[config.mk]
export PLATFORM = sky130hd
export DESIGN_NAME = fetch_queue
export DESIGN_NICKNAME = d
export VERILOG_FILES = /design/src/rtl/fetch_queue.sv
export SDC_FILE = /design/constraint.sdc
export NUM_CORES = 1
export LEC_CHECK = 0
export CORE_MARGIN = 3
export CORE_UTILIZATION = 40
export CTS_CLUSTER_SIZE = 20
export DETAILED_ROUTE_END_ITERATION = 10
export GPL_TIMING_DRIVEN = 0
export PLACE_DENSITY = 0.62
export SYNTH_ARGS = -nofsm -noshare
export SYNTH_HDL_FRONTEND = slang
export SYNTH_SLANG_ARGS = --single-unit
[constraint.sdc]
create_clock -name clk -period 5.45 [get_ports clk]
set_input_delay 0.8175 -clock clk [delete_from_list [all_inputs] [get_ports clk]]
set_output_delay 0.8175 -clock clk [all_outputs]
set_load 0.01 [all_outputs]
[src/rtl/fetch_queue.sv]
`default_nettype none
// ============================================================================
// Module      : fetch_queue
// Description : Two-wide instruction fetch queue between fetch and decode.
//               Circular buffer of {instr, pc, pred} entries with a read
//               pointer, a write pointer and an occupancy counter. Up to two
//               entries enqueue and two dequeue per cycle.
//               Optional macro FETCH_QUEUE_HIGHWATER_EN adds output hwm, the
//               peak occupancy since reset.
// Revision    : 1.0 - initial release
// ============================================================================
module fetch_queue #(
  parameter int DEPTH = 8,   // entry count, power of two, at least 4
  parameter int PC_W  = 11   // instruction address width
) (
  input  logic                     clk,
  input  logic                     rst,          // synchronous, active-low
  input  logic                     enable,
  input  logic                     flush,
  input  logic [1:0]               enq_valid,
  input  logic [31:0]              enq_instr0,
  input  logic [31:0]              enq_instr1,
  input  logic [PC_W-1:0]          enq_pc0,
  input  logic [PC_W-1:0]          enq_pc1,
  input  logic                     enq_pred0,
  input  logic                     enq_pred1,
  output logic                     enq_ready,
  output logic [1:0]               deq_valid,
  output logic [31:0]              deq_instr0,
  output logic [31:0]              deq_instr1,
  output logic [PC_W-1:0]          deq_pc0,
  output logic [PC_W-1:0]          deq_pc1,
  output logic                     deq_pred0,
  output logic                     deq_pred1,
  input  logic [1:0]               deq_take,
  output logic [$clog2(DEPTH):0]   count
`ifdef FETCH_QUEUE_HIGHWATER_EN
  ,
  output logic [$clog2(DEPTH):0]   hwm
`endif
);

  localparam int c_PTR_W = $clog2(DEPTH);
  localparam int c_CNT_W = c_PTR_W + 1;

  // Entry storage, deliberately not reset: a zeroed count hides stale data.
  logic [31:0]        r_instrMem [DEPTH];
  logic [PC_W-1:0]    r_pcMem    [DEPTH];
  logic               r_predMem  [DEPTH];

  logic [c_PTR_W-1:0] r_rdPtr;
  logic [c_PTR_W-1:0] r_wrPtr;
  logic [c_CNT_W-1:0] r_count;

  logic               w_advance;
  logic [1:0]         w_nEnq;
  logic [1:0]         w_nDeq;
  logic [1:0]         w_takeMasked;
  logic [c_PTR_W-1:0] w_wrPtr1;
  logic [c_PTR_W-1:0] w_rdPtr1;
  logic [c_CNT_W-1:0] w_countNext;

  // Queue only moves when enabled and not being flushed.
  assign w_advance = enable & ~flush;

  // Room for a full pair is judged on registered occupancy alone, so this
  // never depends on what decode takes in the same cycle.
  assign enq_ready = (r_count <= c_CNT_W'(DEPTH - 2));

  assign deq_valid[0] = (r_count >= c_CNT_W'(1));
  assign deq_valid[1] = (r_count >= c_CNT_W'(2));

  // Take requests for entries that are not present are dropped.
  assign w_takeMasked = deq_take & deq_valid;

  assign w_wrPtr1 = r_wrPtr + c_PTR_W'(1);
  assign w_rdPtr1 = r_rdPtr + c_PTR_W'(1);

  // Enqueue count: slot1 alone (10) is not a legal pattern and is ignored.
  always_comb begin
    w_nEnq = 2'd0;
    if (w_advance && enq_ready) begin
      case (enq_valid)
        2'b01:   w_nEnq = 2'd1;
        2'b11:   w_nEnq = 2'd2;
        default: w_nEnq = 2'd0;
      endcase
    end
  end

  // Dequeue count: head+1 may only be taken together with the head.
  always_comb begin
    w_nDeq = 2'd0;
    if (w_advance) begin
      case (w_takeMasked)
        2'b01:   w_nDeq = 2'd1;
        2'b11:   w_nDeq = 2'd2;
        default: w_nDeq = 2'd0;
      endcase
    end
  end

  // Net occupancy after this edge, enqueue and dequeue applied together.
  assign w_countNext = r_count + c_CNT_W'(w_nEnq) - c_CNT_W'(w_nDeq);

  // Pointer and occupancy state; reset beats flush, flush beats traffic.
  always_ff @(posedge clk) begin
    if (!rst) begin
      r_rdPtr <= '0;
      r_wrPtr <= '0;
      r_count <= '0;
    end else if (enable) begin
      if (flush) begin
        r_rdPtr <= '0;
        r_wrPtr <= '0;
        r_count <= '0;
      end else begin
        r_rdPtr <= r_rdPtr + c_PTR_W'(w_nDeq);
        r_wrPtr <= r_wrPtr + c_PTR_W'(w_nEnq);
        r_count <= w_countNext;
      end
    end
  end

  // Storage writes: slot0 at the write pointer, slot1 right after it.
  always_ff @(posedge clk) begin
    if (rst) begin
      if (w_nEnq != 2'd0) begin
        r_instrMem[r_wrPtr] <= enq_instr0;
        r_pcMem[r_wrPtr]    <= enq_pc0;
        r_predMem[r_wrPtr]  <= enq_pred0;
      end
      if (w_nEnq == 2'd2) begin
        r_instrMem[w_wrPtr1] <= enq_instr1;
        r_pcMem[w_wrPtr1]    <= enq_pc1;
        r_predMem[w_wrPtr1]  <= enq_pred1;
      end
    end
  end

  // Head and head+1 are presented combinationally from storage.
  always_comb begin
    deq_instr0 = r_instrMem[r_rdPtr];
    deq_pc0    = r_pcMem[r_rdPtr];
    deq_pred0  = r_predMem[r_rdPtr];
    deq_instr1 = r_instrMem[w_rdPtr1];
    deq_pc1    = r_pcMem[w_rdPtr1];
    deq_pred1  = r_predMem[w_rdPtr1];
  end

  assign count = r_count;

`ifdef FETCH_QUEUE_HIGHWATER_EN
  logic [c_CNT_W-1:0] r_hwm;

  // Peak occupancy since reset; a flush empties the queue but keeps the peak.
  always_ff @(posedge clk) begin
    if (!rst) begin
      r_hwm <= '0;
    end else if (enable && !flush && (w_countNext > r_hwm)) begin
      r_hwm <= w_countNext;
    end
  end

  assign hwm = r_hwm;
`endif

endmodule
`default_nettype wire

* Yosys cells after proc, flatten, opt, wreduce, memory -nomap -nowiden
Memory sizes are Yosys's and may differ from the RTL's. A register that Yosys moved wholly into a read port is not among the register bits.
Cells that the tools add are included.
** Word-level totals
- Memories :: 3
- Register bits after elaboration :: 10
- Bits in writable memories :: 352
- Output and inout port bits :: 95
** Operators by class
- Reductions and logical operators :: 2
- Equality and inequality tests :: 5
- Mux-type cells :: 19
- Bitwise logic cells :: 3
- Order comparisons :: 3
- Add/subtract/negate cells :: 6
** Memory list
- r_instrMem :: words 8, bits a word 32, read ports 2, clocked after Yosys merged registers in 1, wr ports 2, RTL line 47 : logic [31:0] r_instrMem [DEPTH];
- r_pcMem :: words 8, bits a word 11, read ports 2, clocked after Yosys merged registers in 1, wr ports 2, RTL line 48 : logic [PC_W-1:0] r_pcMem [DEPTH];
- r_predMem :: words 8, bits a word 1, read ports 2, clocked after Yosys merged registers in 1, wr ports 2, RTL line 49 : logic r_predMem [DEPTH];
** Operator list (number)
- $mux 3 :: 8
- $pmux 2 s2 :: 2
- $add 3x1->3 const B :: 2
- $add 3x2->3 :: 2
- $eq 2x2->1 const B :: 3
- $mux 1 :: 6
- $add 4x2->4 :: 1
- $eq 2x1->1 const B :: 2
- $ge 4x1->1 const B :: 1
- $ge 4x2->1 const B :: 1
- $le 4x3->1 const B :: 1
- $mux 2 :: 2
- $mux 4 :: 1
- $sub 4x2->4 :: 1
- $and 2x2->2 :: 1
- $reduce_bool 2->1 :: 1
- $and 1x1->1 :: 1
- $logic_and 1x1->1 :: 1
- $not 1->1 :: 1

* Logic depth before layout (Yosys ltp)
Gate-level depths: netlist (run 1).
- Depth in word-level cells :: 9
- Mapped depth :: 13
- Gate-level depth less buffers :: 13

* Least setup slack after synthesis (run 1)
Ideal clock, no wire load.
- Path type :: in2reg
- Start :: in enable
- End :: mem r_instrMem[0][0] (enable)
- Stages on the path :: 5
- Path buffers :: 1
- Slack :: -0.143 ns
- Library setup time :: 0.512 ns
- Arrival :: 5.081 ns
- Cell sequence :: buf_4 nor2b_1 nor4bb_1 nand3b_1 o31ai_1
** RTL lines
- start, declared :: RTL line 18 : input logic enable,
- end, declared :: RTL line 47

* Worst setup path after layout (run 1)
- Start :: reg r_rdPtr[0]
- End :: out deq_pc1[7]
** Between the ends
- Word-level cells in the longest chain between the ends :: 2
** RTL lines
- start, declared :: RTL line 51 : logic [c_PTR_W-1:0] r_rdPtr;
- start signal, assigned :: RTL line 118 : r_rdPtr <= r_rdPtr + c_PTR_W'(w_nDeq);
- $add 3x1->3 :: RTL line 77 : assign w_rdPtr1 = r_rdPtr + c_PTR_W'(1);
- $mem_v2 8x11
- end, declared :: RTL line 32 : output logic [PC_W-1:0] deq_pc1,
Every way passes these cells.

==> run_results.csv, run 1 <==
group,metric,value,unit
flow_run,maxCapViolations,0,
timing,setup_viol,0,
layout,final_cell_mix,"mux2_2, edfxtp_1, clkdlybuf4s50_1",
logic_synthesis,synth-xor-area-share,0.123,%
logic_synthesis,synth_mux_area_share,43.3,%
floorplan,fp.dieW,237,µm
setup_path,cp-start-kind,"flip-flop",
clocking,root_buffer,"clkbuf_16",
logic_synthesis,synthSimpleGateAreaFrac,1.44,%
logic_synthesis,yosysWarnings,0,
floorplan,dieArea,56000,µm²
floorplan,std_cell_rows,83,
layout,final_core_util,49.6,%
logic_synthesis,syn_nets,1285,
worst_hold_path,min_path_cells,1,
setup_path,critPathKind,"reg -> out",
route,drtIter0Drc,1188,
timing,fmaxAchievable,0.199,GHz
route,drc,0,
timing,fin_hold_ws,0.578,ns
logic_synthesis,synthAdderAreaFrac,0.964,%
timing,tightest_slew,1.16,ns
setup_path,cp.required,4.63,ns
timing,post-route-period-util,92.4,%
logic_synthesis,yosysSeqAreaShare,50.9,%
layout,fill_cells,4392,
timing,final_max_slew_viol_count,0,
logic_synthesis,synth.area.top_cells,"edfxtp_1, mux2_2, mux4_2",
logic_synthesis,netlist_area,21300,µm²
timing,period_needed,5.04,ns
setup_path,crit_path_end_kind,"output pin",
layout,area_delta_synth_final,21.0,%
pwr,total_power,6.11,mW
logic_synthesis,synth.distinct_cells,48,
pwr,p_leak,8.45,nW
logic_synthesis,ys.flop_type,"edfxtp_1",
layout,fin_nets,1536,
timing,rsz0062_at_grt,"false",
pwr,power_density,237,nW/µm²
logic_synthesis,syn_area_per_cell,18.1,µm²
timing,hold_violations,0,
global_route,grt_pass1_vias,13273,
logic_synthesis,synthArstFlopShare,0,%
clocking,clkSinkCount,365,
clocking,tritoncts,"yes",
route,num_vias,12507,
place,dpl.hpwl,41000,µm
floorplan,start_util,41.0,%
logic_synthesis,synth_edf_count,352,
worst_hold_path,worstHoldPathType,"reg -> reg",
logic_synthesis,synth_compound_area_share,0.688,%
layout,layout_commonest_cell,"mux2_2",
floorplan,io_pins,191,
setup_path,critPathMaxFanout,10,
route,wl_per_cell,28.9,µm
floorplan,fp.coreArea,51900,µm²
clocking,clkLatencyLatePin,0.57,ns
global_route,gr-total-overflow,0,
outcome,status,"complete, no violations",
place,io_buffers,189,
clocking,clockBufferDepth,3,
global_route,antenna_found_initial,4,
clocking,numCtsBuffers,41,
timing,worst_clock_skew,0.0153,ns
global_route,grt_max_degree,20,
logic_synthesis,synth_top_family_by_area,"multiplexers",
logic_synthesis,synth_largest_area_cell,"edfxtp_1",
pwr,vdd_drop_max,0.000162,V
global_route,grt.total_usage,21.8,%
floorplan,die_height,237,µm
clocking,cts_hold_buf,0,
clocking,cts.reportedPaths.clkPinSlew,0.06,ns
logic_synthesis,ys_seq_elements,365,
route,dr.pass1.iters,6,
timing,max-slew-margin-rel,22.6,%
logic_synthesis,synthCells,1175,
layout,drive_gt1_share,51.3,%
route,drtAntennaViolNets,0,
global_route,grt_pass1_wl,89900,µm
place,place_congestion,0.786,
clocking,h-tree-depth,2,
place,dpl_cell_area,24500,µm²
layout,fin_area,25700,µm²
route,wl,61700,µm
route,vias_per_cell,5.85,
logic_synthesis,netlist.area_leader.share,49.7,%
setup_path,ff2ff_path_depth,8,
clocking,cts_resized,0,
clocking,cts_setup_buffers,0,
setup_path,critical_path_arrival,4.22,ns
registers in the layout (all words and copies together), names as in the netlist, named ones only:
| register | flops |
|---|---|
| r_instrMem | 256 |
| count | 4 |
| r_predMem | 8 |
| r_pcMem | 88 |
| r_wrPtr | 3 |
| r_rdPtr | 3 |
cell type report:
type                    instances  area (µm²)  share of cell area (%)
diodes                          3        7.51                  0.0292
plain buffers                  89         485                    1.89
clock buffers                  55        1120                    4.36
clock inverters                16        97.6                   0.379
inverters                      15        56.3                   0.219
multi-input cells             706       10000                    38.9
flip-flops and latches        365       10800                    42.1
well taps                     680         851                    3.31
repair buffers                208        2290                    8.89
power breakdown:
part	switching [mW]	internal [mW]
registers	0.00612	3.09
clock network	1.12	1.48
logic	0.171	0.241
total	1.29	4.81
per-stage QoR:
| step | worst slack, ns | cells | TNS, ns |
|---|---|---|---|
| CTS | 0.329 | 2134 | 0 |
| finish | 0.414 | 2137 | 0 |
| global placement | -5.06 | 2044 | -1236.00 |
| detailed placement | 0.951 | 2063 | 0 |
| global route | 0.218 | 2134 | 0 |
| floorplan | -0.000254 | 1175 | -0.0112 |
cell usage after synthesis, drive strengths merged (4+ instances only):
cell type	count
edfxtp	352
and2	6
mux4	176
nor2b	7
clkbuf	31
buf	58
nand3	5
ha	10
mux2	441
inv	15
fa	4
o21ai	7
nand2	12
a22oi	4
dfxtp	13
worst paths after layout:
kind,slack (ns),start,end
worst max-delay path,0.41,r_rdPtr[0]$_SDFFE_PN0P_,deq_pc1[7]
worst min-delay path,0.58,count[3]$_SDFFE_PN0P_,count[3]$_SDFFE_PN0P_
worst max register to register,1.87,count[3]$_SDFFE_PN0P_,r_instrMem[2][19]$_DFFE_PP_
worst min register to register,0.58,count[3]$_SDFFE_PN0P_,count[3]$_SDFFE_PN0P_
worst max-delay path, cell delays in order (launching register included):
cell             delay [ns]
dfxtp_1                0.35
ha_1                   0.30
clkbuf_1               0.41
clkbuf_1               0.65
clkbuf_1               0.74
mux4_2                 0.41
mux2_2                 0.30
clkdlybuf4s50_1        0.49
kinds of logic after synthesis:
logic type / after synthesis
and+or+nand+nor: 50
AOI/OAI and AO/OA: 22
adders and majority gates: 14
DFF: 365
xor gates and xnor gates: 3
buffers and inverters: 104
muxes: 617
routing by layer:
layer / track usage [%] / routed length (µm) / part of all wire [%] / up-vias
li1: - / - / - / 5401
met1: 30.1 / 26400 / 43 / 6621
met2: 36.2 / 30400 / 49 / 414
met3: 4.22 / 3700 / 6.0 / 69
met4: 4.67 / 1110 / 1.8 / 2
met5: 0 / 13 / 0.021 / -
No activity file was read; power rests on OpenSTA's default activity.
==> inputs of run 2 (changes only) <==
--- a/config.mk
+++ b/config.mk
@@ -7,6 +7,7 @@
 export LEC_CHECK = 0
 export CORE_MARGIN = 3
 export CORE_UTILIZATION = 40
+export CTS_CLUSTER_DIAMETER = 50
 export CTS_CLUSTER_SIZE = 20
 export DETAILED_ROUTE_END_ITERATION = 10
 export GPL_TIMING_DRIVEN = 0
==> run 2 against run 1 <==
- non-clock buffer count is the same
- clock-buffer cell count shrank 10
- power grew 2.2%
- clock skew grew 0.0059 ns
- routed wire length shrank 0.16%
- sequential power is essentially flat
- utilization grew 0.15 points
- register-to-register slack is essentially flat
- flip-flop and latch count is the same
- largest power group unchanged
==> run_results.csv, run 2 (synthesis results as in run 1) <==
group,metric,value,unit
outcome,status,"complete, no violations",
global_route,grt_pass1_wl,89900,µm
clocking,cts_setup_buffers,0,
timing,final_max_slew_viol_count,0,
setup_path,critPathMaxFanout,10,
clocking,clkLatencyLatePin,0.54,ns
clocking,numCtsBuffers,39,
route,wl,61600,µm
timing,hold_violations,0,
global_route,grt.total_usage,21.7,%
setup_path,cp-start-kind,"flip-flop",
setup_path,crit_path_end_kind,"output pin",
layout,final_cell_mix,"mux2_2, edfxtp_1, clkdlybuf4s50_1",
layout,regMostFlops,"r_instrMem",
route,vias_per_cell,5.90,
pwr,vdd_drop_max,0.000159,V
flow_run,maxCapViolations,0,
global_route,antenna_found_initial,4,
worst_hold_path,hp-start,"count[3]$_SDFFE_PN0P_",
setup_path,critical_path_arrival,4.21,ns
timing,max-slew-margin-rel,21.9,%
route,drc,0,
timing,setup_viol,0,
pwr,power_density,242,nW/µm²
global_route,gr-total-overflow,0,
route,drtIter0Drc,1143,
timing,rsz0062_at_grt,"false",
setup_path,r2r-start,"count[3]$_SDFFE_PN0P_",
pwr,power_switching,1.37,mW
clocking,cts.reportedPaths.clkPinSlew,0.06,ns
floorplan,die_height,237,µm
global_route,grt_max_degree,20,
timing,tightest_slew,1.17,ns
route,wl_per_cell,28.8,µm
pwr,p_leak,8.48,nW
route,drtAntennaViolNets,0,
floorplan,fp.coreArea,51900,µm²
clocking,tritoncts,"yes",
timing,worst_clock_skew,0.0212,ns
place,place_inst,2063,
floorplan,io_pins,191,
layout,largest_reg_flops,256,
layout,fin_cells,2137,
global_route,grt_pass1_vias,13249,
pwr,p_int,4.87,mW
place,pre_cts_slack,0.951,ns
layout,area_delta_synth_final,21.3,%
floorplan,fp.dieW,237,µm
layout,drive_gt1_share,52.2,%
place,io_buffers,189,
clocking,root_buffer,"clkbuf_16",
timing,setup_tns,0,ns
place,dpl.hpwl,41000,µm
route,dr.pass1.iters,7,
clocking,cts_resized,0,
setup_path,cp.required,4.63,ns
pwr,p_sw_share,22.0,%
layout,layout_commonest_cell,"mux2_2",
pwr,pwr-share-clk,43.9,%
layout,largestRegisters,"r_instrMem (256), r_pcMem (88), r_predMem (8)",
pwr,p_seq_share,49.5,%
timing,fmaxAchievable,0.199,GHz
setup_path,critPathKind,"reg -> out",
timing,post-route-period-util,92.2,%
floorplan,std_cell_rows,83,
layout,fin_nets,1534,
clocking,clkSinkCount,365,
timing,period_needed,5.02,ns
route,num_vias,12609,
floorplan,dieArea,56000,µm²
worst_hold_path,worstHoldPathType,"reg -> reg",
place,place_congestion,0.786,
floorplan,start_util,41.0,%
clocking,h-tree-depth,2,
clocking,cts_hold_buf,0,
setup_path,crit_start,"r_rdPtr[0]$_SDFFE_PN0P_",
pwr,p_comb_share,6.6,%
timing,worst_slack,0.427,ns
clocking,clockBufferDepth,3,
[run 2: changes by cell type in the layout (fill, tap and decap cells not counted)]
cell,delta
bufinv_16,+2
clkbuf_1,-8
clkbuf_16,-2
clkinv_1,-5
clkinv_2,-3
clkinv_4,+1
clkinvlp_4,+4
diode_2,+1
inv_6,+9
inv_8,+1
[run 2: layout make-up]
| class | count | area, µm² |
|---|---|---|
| diodes | 4 | 10.0 |
| plain buffers | 89 | 485 |
| clock buffers | 45 | 1040 |
| clock inverters | 25 | 253 |
| fillers | 4357 | 26100 |
| inverters | 15 | 56.3 |
| multi-input cells | 706 | 10000 |
| flip-flops and latches | 365 | 10800 |
| well taps | 680 | 851 |
| repair buffers | 208 | 2290 |
[run 2: per-layer routing]
layer	share of wire (%)	GRT usage, %	wire, µm
met1	43	30.3	26500
met2	49	36.1	30300
met5	0.021	0	13
met4	1.8	4.49	1090
met3	5.9	3.77	3650
[run 2: worst paths after layout]
| path | end | slack, ns | cells after the start |
|---|---|---|---|
| setup / recovery | deq_pc1[7] | 0.43 | 7 |
| hold / removal | count[3]$_SDFFE_PN0P_ | 0.58 | 1 |
| setup reg to reg | r_instrMem[6][30]$_DFFE_PP_ | 1.88 | 9 |
| hold reg to reg | count[3]$_SDFFE_PN0P_ | 0.58 | 1 |
[run 2: through the flow]
step	power (mW)	instance area [µm²]	util (%)	hold slack, ns
4_1_cts	6.28	25800	49.7	0.575
6_report	6.24	25800	49.7	0.579
5_1_grt	6.43	25800	49.7	0.599
3_3_place_gp	3.55	24000	46.3	0.556
2_1_floorplan	3.36	21300	-	0.566
3_5_place_dp	3.56	24500	47.2	0.552
[run 2: power by group through the flow]
| stage | sequential, mW | combinational (mW) | clock [mW] |
|---|---|---|---|
| 2_1_floorplan | 3.15 | 0.208 | 0 |
| 3_3_place_gp | 3.16 | 0.396 | 0 |
| 3_5_place_dp | 3.15 | 0.408 | 0 |
| 4_1_cts | 3.09 | 0.411 | 2.78 |
| 5_1_grt | 3.09 | 0.442 | 2.90 |
| 6_report | 3.09 | 0.411 | 2.74 |
[run 2: worst max-delay path: stages, from the launching register on]
cell,delay [ns]
dfxtp_1,0.34
ha_1,0.29
clkbuf_1,0.41
clkbuf_1,0.67
clkbuf_1,0.74
mux4_2,0.41
mux2_2,0.30
clkdlybuf4s50_1,0.49
